--- config.mk ---
export PLATFORM = sky130hd
export DESIGN_NAME = acc_requant
export DESIGN_NICKNAME = d
export VERILOG_FILES = /design/src/rtl/acc_requant.sv
export SDC_FILE = /design/constraint.sdc
export NUM_CORES = 1
export LEC_CHECK = 0
export CAP_MARGIN = 40
export CORE_MARGIN = 2
export CORE_UTILIZATION = 55
export CTS_CLUSTER_DIAMETER = 200
export DETAILED_ROUTE_END_ITERATION = 6
export GPL_ROUTABILITY_DRIVEN = 0
export PLACE_DENSITY = 0.77
export SLEW_MARGIN = 10
export SYNTH_ARGS = -nofsm -noshare
export SYNTH_HDL_FRONTEND = slang
export SYNTH_SLANG_ARGS = --single-unit
--- constraint.sdc ---
create_clock -name clk -period 6.8 [get_ports clk]
set_input_delay 2.04 -clock clk [delete_from_list [all_inputs] [get_ports clk]]
set_output_delay 2.04 -clock clk [all_outputs]
set_load 0.03 [all_outputs]
--- src/rtl/acc_requant.sv ---
// Requantization stage behind the MAC: bias add, rounding arithmetic shift,
// optional ReLU and saturation to a signed activation, in a 3-stage stallable pipeline.
`ifndef DATA_WIDTH
`define DATA_WIDTH 8
`endif
`ifndef ACC_WIDTH
`define ACC_WIDTH 32
`endif

module acc_requant #(
    parameter int unsigned DATA_WIDTH   = `DATA_WIDTH,
    parameter int unsigned ACC_WIDTH    = `ACC_WIDTH,
    parameter int unsigned SHIFT_WIDTH  = 5,
    parameter int unsigned SATCNT_WIDTH = 16
) (
    input  logic                           clk,
    input  logic                           rst,
    input  logic                           in_valid,
    output logic                           in_ready,
    input  logic signed [ACC_WIDTH-1:0]    acc_in,
    input  logic signed [ACC_WIDTH-1:0]    bias,
    input  logic        [SHIFT_WIDTH-1:0]  shift,
    input  logic                           relu_en,
    output logic                           out_valid,
    input  logic                           out_ready,
    output logic signed [DATA_WIDTH-1:0]   out_data,
    output logic                           out_sat,
    input  logic                           sat_clear,
    output logic        [SATCNT_WIDTH-1:0] sat_count
);
    localparam int unsigned SW = ACC_WIDTH + 1;
    localparam int unsigned RW = ACC_WIDTH + 2;
    localparam logic signed [RW-1:0] MAX_V = $signed((RW'(1) << (DATA_WIDTH - 1)) - RW'(1));
    localparam logic signed [RW-1:0] MIN_V = -MAX_V - RW'(1);

    logic                           adv;

    logic                           s1_valid_q;
    logic signed [SW-1:0]           s1_sum_q;
    logic        [SHIFT_WIDTH-1:0]  s1_shift_q;
    logic                           s1_relu_q;

    logic                           s2_valid_q;
    logic signed [RW-1:0]           s2_r_q;
    logic                           s2_relu_q;

    logic                           out_valid_q;
    logic signed [DATA_WIDTH-1:0]   out_data_q;
    logic                           out_sat_q;
    logic        [SATCNT_WIDTH-1:0] sat_count_q;

    logic signed [SW-1:0]           sum_d;
    logic signed [RW-1:0]           rnd_d;
    logic signed [RW-1:0]           r_d;
    logic signed [RW-1:0]           relu_r;
    logic signed [DATA_WIDTH-1:0]   data_d;
    logic                           sat_d;
    logic        [SATCNT_WIDTH-1:0] sat_count_d;

    // Whole pipeline advances together; only a stalled valid output blocks it.
    assign adv      = !out_valid_q || out_ready;
    assign in_ready = adv;

    always_comb begin
        sum_d = $signed({acc_in[ACC_WIDTH-1], acc_in}) + $signed({bias[ACC_WIDTH-1], bias});

        rnd_d = '0;
        if (s1_shift_q != '0) begin
            rnd_d = RW'(1) << (s1_shift_q - SHIFT_WIDTH'(1));
        end
        r_d = ($signed({s1_sum_q[SW-1], s1_sum_q}) + rnd_d) >>> s1_shift_q;

        relu_r = (s2_relu_q && s2_r_q[RW-1]) ? '0 : s2_r_q;
        sat_d  = 1'b0;
        if (relu_r > MAX_V) begin
            data_d = MAX_V[DATA_WIDTH-1:0];
            sat_d  = 1'b1;
        end else if (relu_r < MIN_V) begin
            data_d = MIN_V[DATA_WIDTH-1:0];
            sat_d  = 1'b1;
        end else begin
            data_d = relu_r[DATA_WIDTH-1:0];
        end

        sat_count_d = sat_count_q;
        if (sat_clear) begin
            sat_count_d = '0;
        end else if (out_valid_q && out_ready && out_sat_q && (sat_count_q != '1)) begin
            sat_count_d = sat_count_q + SATCNT_WIDTH'(1);
        end
    end

    always_ff @(posedge clk) begin
        if (rst) begin
            s1_valid_q  <= 1'b0;
            s1_sum_q    <= '0;
            s1_shift_q  <= '0;
            s1_relu_q   <= 1'b0;
            s2_valid_q  <= 1'b0;
            s2_r_q      <= '0;
            s2_relu_q   <= 1'b0;
            out_valid_q <= 1'b0;
            out_data_q  <= '0;
            out_sat_q   <= 1'b0;
            sat_count_q <= '0;
        end else begin
            sat_count_q <= sat_count_d;
            if (adv) begin
                s1_valid_q  <= in_valid;
                s1_sum_q    <= sum_d;
                s1_shift_q  <= shift;
                s1_relu_q   <= relu_en;
                s2_valid_q  <= s1_valid_q;
                s2_r_q      <= r_d;
                s2_relu_q   <= s1_relu_q;
                out_valid_q <= s2_valid_q;
                out_data_q  <= data_d;
                out_sat_q   <= s2_valid_q && sat_d;
            end
        end
    end

    assign out_valid = out_valid_q;
    assign out_data  = out_data_q;
    assign out_sat   = out_sat_q;
    assign sat_count = sat_count_q;

endmodule
After elaboration in Yosys (flattened, before gate mapping)
Cells that the tools add are included.
Operators by class
  $add $sub $neg: 4
  multiplexer cells: 6
  reduce and logical (&&, ||, !) cells: 9
  shift operators: 2
  eq/ne operators: 1
  $lt $le $gt $ge: 2
Operators by type and width (number)
  34-bit two-way mux: 2
  33-bit by 34-bit adder with 34-bit output: 1
  34-bit by 8-bit > comparator with 1-bit output (second input constant): 1
  34-bit by 8-bit less-than comparator with 1-bit output (second input constant): 1
  1-bit by 5-bit left shift with 34-bit output (first input constant): 1
  34-bit by 5-bit >>> shifter with 34-bit output: 1
  32-bit by 32-bit adder with 33-bit output: 1
  16-bit by 1-bit adder with 16-bit output (second input constant): 1
  8-bit two-way mux: 2
  16-bit inequality test (second input constant): 1
  1-bit logical AND: 5
  5-bit nonzero test: 1
  5-bit by 1-bit subtractor with 5-bit output (second input constant): 1
  1-bit two-way mux: 2
  2-bit OR reduction: 1
  1-bit zero test: 1
  1-bit logical OR: 1
Word-level totals
  input port bits: 75
  register bits after elaboration: 102
  output and inout bits: 27
  word-level logic and storage cells: 35

Longest topological paths before layout
  word-level depth: 6
  gate-level depth with buffers: 20
  mapped depth without buffers: 16

Worst setup path before layout
Ideal clock, no wire load.
  kind: input to output
  start point: input out_ready
  end point: output in_ready
  buffers on the path: 4
  stages: 6
  arrival time: 3277 ps
  slack: 1483 ps
  path through: nor2b_1 -> clkbuf_1 -> inv_1 -> clkbuf_1 -> clkbuf_1 -> buf_1
Between the ends
  word-level cells in the longest chain between the ends: 1
Ends and longest elaborated chain
  from (decl): RTL line 25  | input logic out_ready,
  1-bit logical OR: RTL line 61  | assign adv = !out_valid_q || out_ready;
  to (decl): RTL line 19  | output logic in_ready,
Every way passes these cells.

Final worst setup path
Same ends and word-level chain as after synthesis.

==> impl_metrics.env <==
export IMPL_status="finished clean"
export IMPL_path_clk_slew_ps=70
export IMPL_seq_power_share_pct=35.5
export IMPL_drtAntennaViolNets=0
export IMPL_r2r_start="s1_shift_q[3]"
export IMPL_final_setup_tns_ps=0
export IMPL_rsz0062_at_grt="no"
export IMPL_min_path_cells=2
export IMPL_p_comb_share_pct=38.4
export IMPL_vias=10600
export IMPL_grt_overflow=0
export IMPL_root_buffer="clkbuf_16"
export IMPL_track_usage_pct=32.3
export IMPL_p_leak_uw=0.00451
export IMPL_power_uw=2000
export IMPL_post_route_period_util_pct=79.7
export IMPL_cts_max_path_buffers=2
export IMPL_antenna_found_initial=0
export IMPL_max_slew_margin_pct=42.6
export IMPL_min_period_ps=5420
export IMPL_power_per_cell_area_nw_per_um2=180
export IMPL_routed_via_density=6.55
export IMPL_ys_warn_count=0
export IMPL_postCtsSetupRepairBufs=0
export IMPL_synth_enable_flop_cells=0
export IMPL_drive_gt1_share_pct=5.60
export IMPL_pwr_share_clk_pct=26.1
export IMPL_max_stage_delay_ps=670
export IMPL_place_area_sq_um=10800
export IMPL_met3_usage_pct=5.89
export IMPL_port_buffers=101
export IMPL_holdPathEnd="s1_sum_q[8]"
export IMPL_clk_latency_ps=370
export IMPL_ys_ff_latch=102
export IMPL_place_hpwl_um=23200
export IMPL_rrSetupSlack_ps=1440
export IMPL_hold_buffers=0
export IMPL_gr_usage_met1_pct=42.2
export IMPL_yosysSeqAreaShare_pct=21.0
export IMPL_maxCapViolations=0
export IMPL_io_pins=102
export IMPL_first_global_vias=9699
export IMPL_drc=0
export IMPL_reg2regPathDepth=16
export IMPL_cp_required_ps=4760
export IMPL_worst_slew_pin_slew_ps=860
export IMPL_worstSetupStartpointType="input pin"
export IMPL_yosys_most_used_dff="dfxtp_1"
export IMPL_die_area_sq_um=18700
export IMPL_cp_max_fo=4
export IMPL_top_usage_layer="met2"
export IMPL_min_path_type="flip-flop to flip-flop"
export IMPL_core_sq_um=17300
export IMPL_cts_resized=0
export IMPL_detail_route_iter0_violations=1139
export IMPL_start_util_pct=56.2
export IMPL_setup_viol=0
export IMPL_timing_rr_end="s2_r_q[4]"
export IMPL_syn_area_per_cell_sq_um=7.25
export IMPL_fmax_mhz=184
export IMPL_grt_max_degree=59
export IMPL_critPathCaptureType="primary output"
export IMPL_cts_tree="done"
export IMPL_crit_slowest_cell="clkdlybuf4s50_1"
export IMPL_netlist_area_sq_um=9720
export IMPL_nets=1530
export IMPL_postLayoutCellArea_sq_um=11100
export IMPL_arrival_ps=3380
export IMPL_syn_inst=1340
export IMPL_antenna_cells=0
export IMPL_wl_per_cell_um=18.7
export IMPL_skew_ps=15.1
export IMPL_gr_usage_met2_pct=50.2
export IMPL_power_switching_uw=756
export IMPL_die_h_um=137
export IMPL_hold_viol=0
export IMPL_wl_um=30200
export IMPL_dr_pass1_iters=7
export IMPL_hp_start="s1_sum_q[8]"
export IMPL_cpMostUsedCell="clkdlybuf4s50_1"
export IMPL_slew_viol_final=0
export IMPL_crit_chain="clkdlybuf4s50_1 -> nor2b_4 -> inv_2 -> clkdlybuf4s50_1"
export IMPL_ys_async_sr_fraction_pct=0
export IMPL_grt_pass1_wl_um=48600
export IMPL_rows=48
export IMPL_swShare_pct=37.9
export IMPL_dieWidth_um=137
export IMPL_peakVddDrop_mv=0.213
export IMPL_p_int_uw=1240
export IMPL_cts_buffers=9
export IMPL_syn_num_nets=1482
export IMPL_syn_to_final_growth_pct=14.2
export IMPL_crit_type="input pin to primary output"
export IMPL_htree_levels=3
export IMPL_yosysUniqueCellTypes=94
export IMPL_clkSinkCount=102
==> cell usage in the layout (no fill, tap or decap), types with 5 or more instances in the layout <==
master           Yosys  layout
a31oi_1             13      13
a21oi_1            136     136
o221a_2              5       5
nor2b_1             10       9
xnor2_1             26      26
nor2_1             148     148
a211o_1              9       9
or3_1               10      10
a22oi_1              5       5
nand4_1             22      22
and4_1               5       5
o21a_1              13      13
nand2b_1            13      13
clkbuf_16            0       9
a21o_1              33      33
xor2_1              31      31
clkdlybuf4s50_1      0     100
nand3_1             40      40
or2_2                5       5
o211ai_1            20      20
a2111oi_0            5       5
nor4_1              16      16
dfxtp_1            102     102
mux2_2               8       8
mux2i_1             30      30
mux4_2               5       5
o2111ai_1            7       7
a211oi_1            25      25
o21ai_0             74      74
o221ai_1             8       8
and3_1              11      11
o31ai_1              5       5
nor3_1              37      37
o21ai_1             10      10
buf_4                0      14
ha_1                65      65
and2_1              13      13
nand2_1            183     183
inv_1               22      21
==> state kept, by name, summed over array words and instances, names as in the netlist <==
name and cells:
s1_relu_q 1, s1_sum_q 33, s2_r_q 34, s1_valid_q 1, s2_valid_q 1, sat_count 16
s2_relu_q 1, out_sat 1, out_valid 1, s1_shift_q 5, out_data 8
==> cell type report <==
class	instances	area, sq um
clock buffers	10	239
clock inverters	6	61.3
fillers	1552	6190
inverters	23	86.3
multi-input cells	1137	7280
flip-flops and latches	102	2040
well taps	225	282
repair buffers	115	1110
==> stage by stage <==
step / hold slack, ps / util (%) / setup WS (ps) / instances
floorplan: 425 / - / 1480 / 1340
global placement: 441 / 62.4 / 1380 / 1602
detailed placement: 447 / 62.4 / 1380 / 1602
CTS: 457 / 64.2 / 1370 / 1618
global route: 484 / 64.2 / 1200 / 1618
finish: 457 / 64.2 / 1380 / 1618
==> critical path, delay by kind of cell <==
family,cells,cell delay [ps]
buffers and inverters,3,1250
AND/OR/NAND/NOR,1,80
==> how the worst max path moves through the flow <==
stage / cells after the start / from / slack [ps] / end
final: 4 / out_ready / 1380 / in_ready
after global placement: 4 / out_ready / 1380 / in_ready
after CTS: 4 / out_ready / 1370 / in_ready
after floorplan: 6 / out_ready / 1480 / in_ready
after global routing: 15 / s1_shift_q[3] / 1200 / s2_r_q[4]
after detailed placement: 4 / out_ready / 1380 / in_ready
==> Yosys cell counts, types with 7 or more instances <==
master / number / area, sq um
a21oi_1: 136 / 681
nand3_1: 40 / 200
xnor2_1: 26 / 228
and2_1: 13 / 81.3
or3_1: 10 / 62.6
o221ai_1: 8 / 70.1
xor2_1: 31 / 272
a31oi_1: 13 / 81.3
o21ai_0: 74 / 370
a21o_1: 33 / 248
and3_1: 11 / 68.8
o211ai_1: 20 / 150
clkbuf_1: 54 / 203
buf_1: 15 / 56.3
ha_1: 65 / 813
o21a_1: 13 / 97.6
nand2b_1: 13 / 81.3
mux2_2: 8 / 90.1
nor4_1: 16 / 100
nand2_1: 183 / 687
dfxtp_1: 102 / 2040
mux2i_1: 30 / 300
nor3_1: 37 / 185
o21ai_1: 10 / 50.1
nor2_1: 148 / 556
a211oi_1: 25 / 188
nor2b_1: 10 / 62.6
buf_2: 7 / 35.0
a211o_1: 9 / 78.8
inv_1: 22 / 82.6
o2111ai_1: 7 / 61.3
nand4_1: 22 / 138
==> power by group through the flow <==
stage | combinational (uW) | clock, uW | sequential (uW)
after detailed placement | 742 | 0 | 719
after global routing | 835 | 552 | 714
after CTS | 747 | 528 | 706
after floorplan | 537 | 0 | 705
after global placement | 729 | 0 | 718
final | 766 | 521 | 708
==> cells by family (layout without fill, tap and decap cells) <==
kind of cell    Yosys count  count (layout)  synth area share, %
compound gates          438             438                 30.5
xor+xnor                 57              57                 5.14
fa+ha+maj                67              67                 8.78
buf+inv                 101             154                 4.15
flops                   102             102                 21.0
mux                      45              45                 5.47
other cells               1               1               0.0386
simple gates            529             529                 24.9
==> metal layers <==
metal / up-vias / part of all wire [%]
li1: 5067 / -
met5: - / 0
met3: 121 / 8.3
met4: 0 / 5.1
met1: 4862 / 42
met2: 555 / 44
No activity file was read; power rests on OpenSTA's default activity.
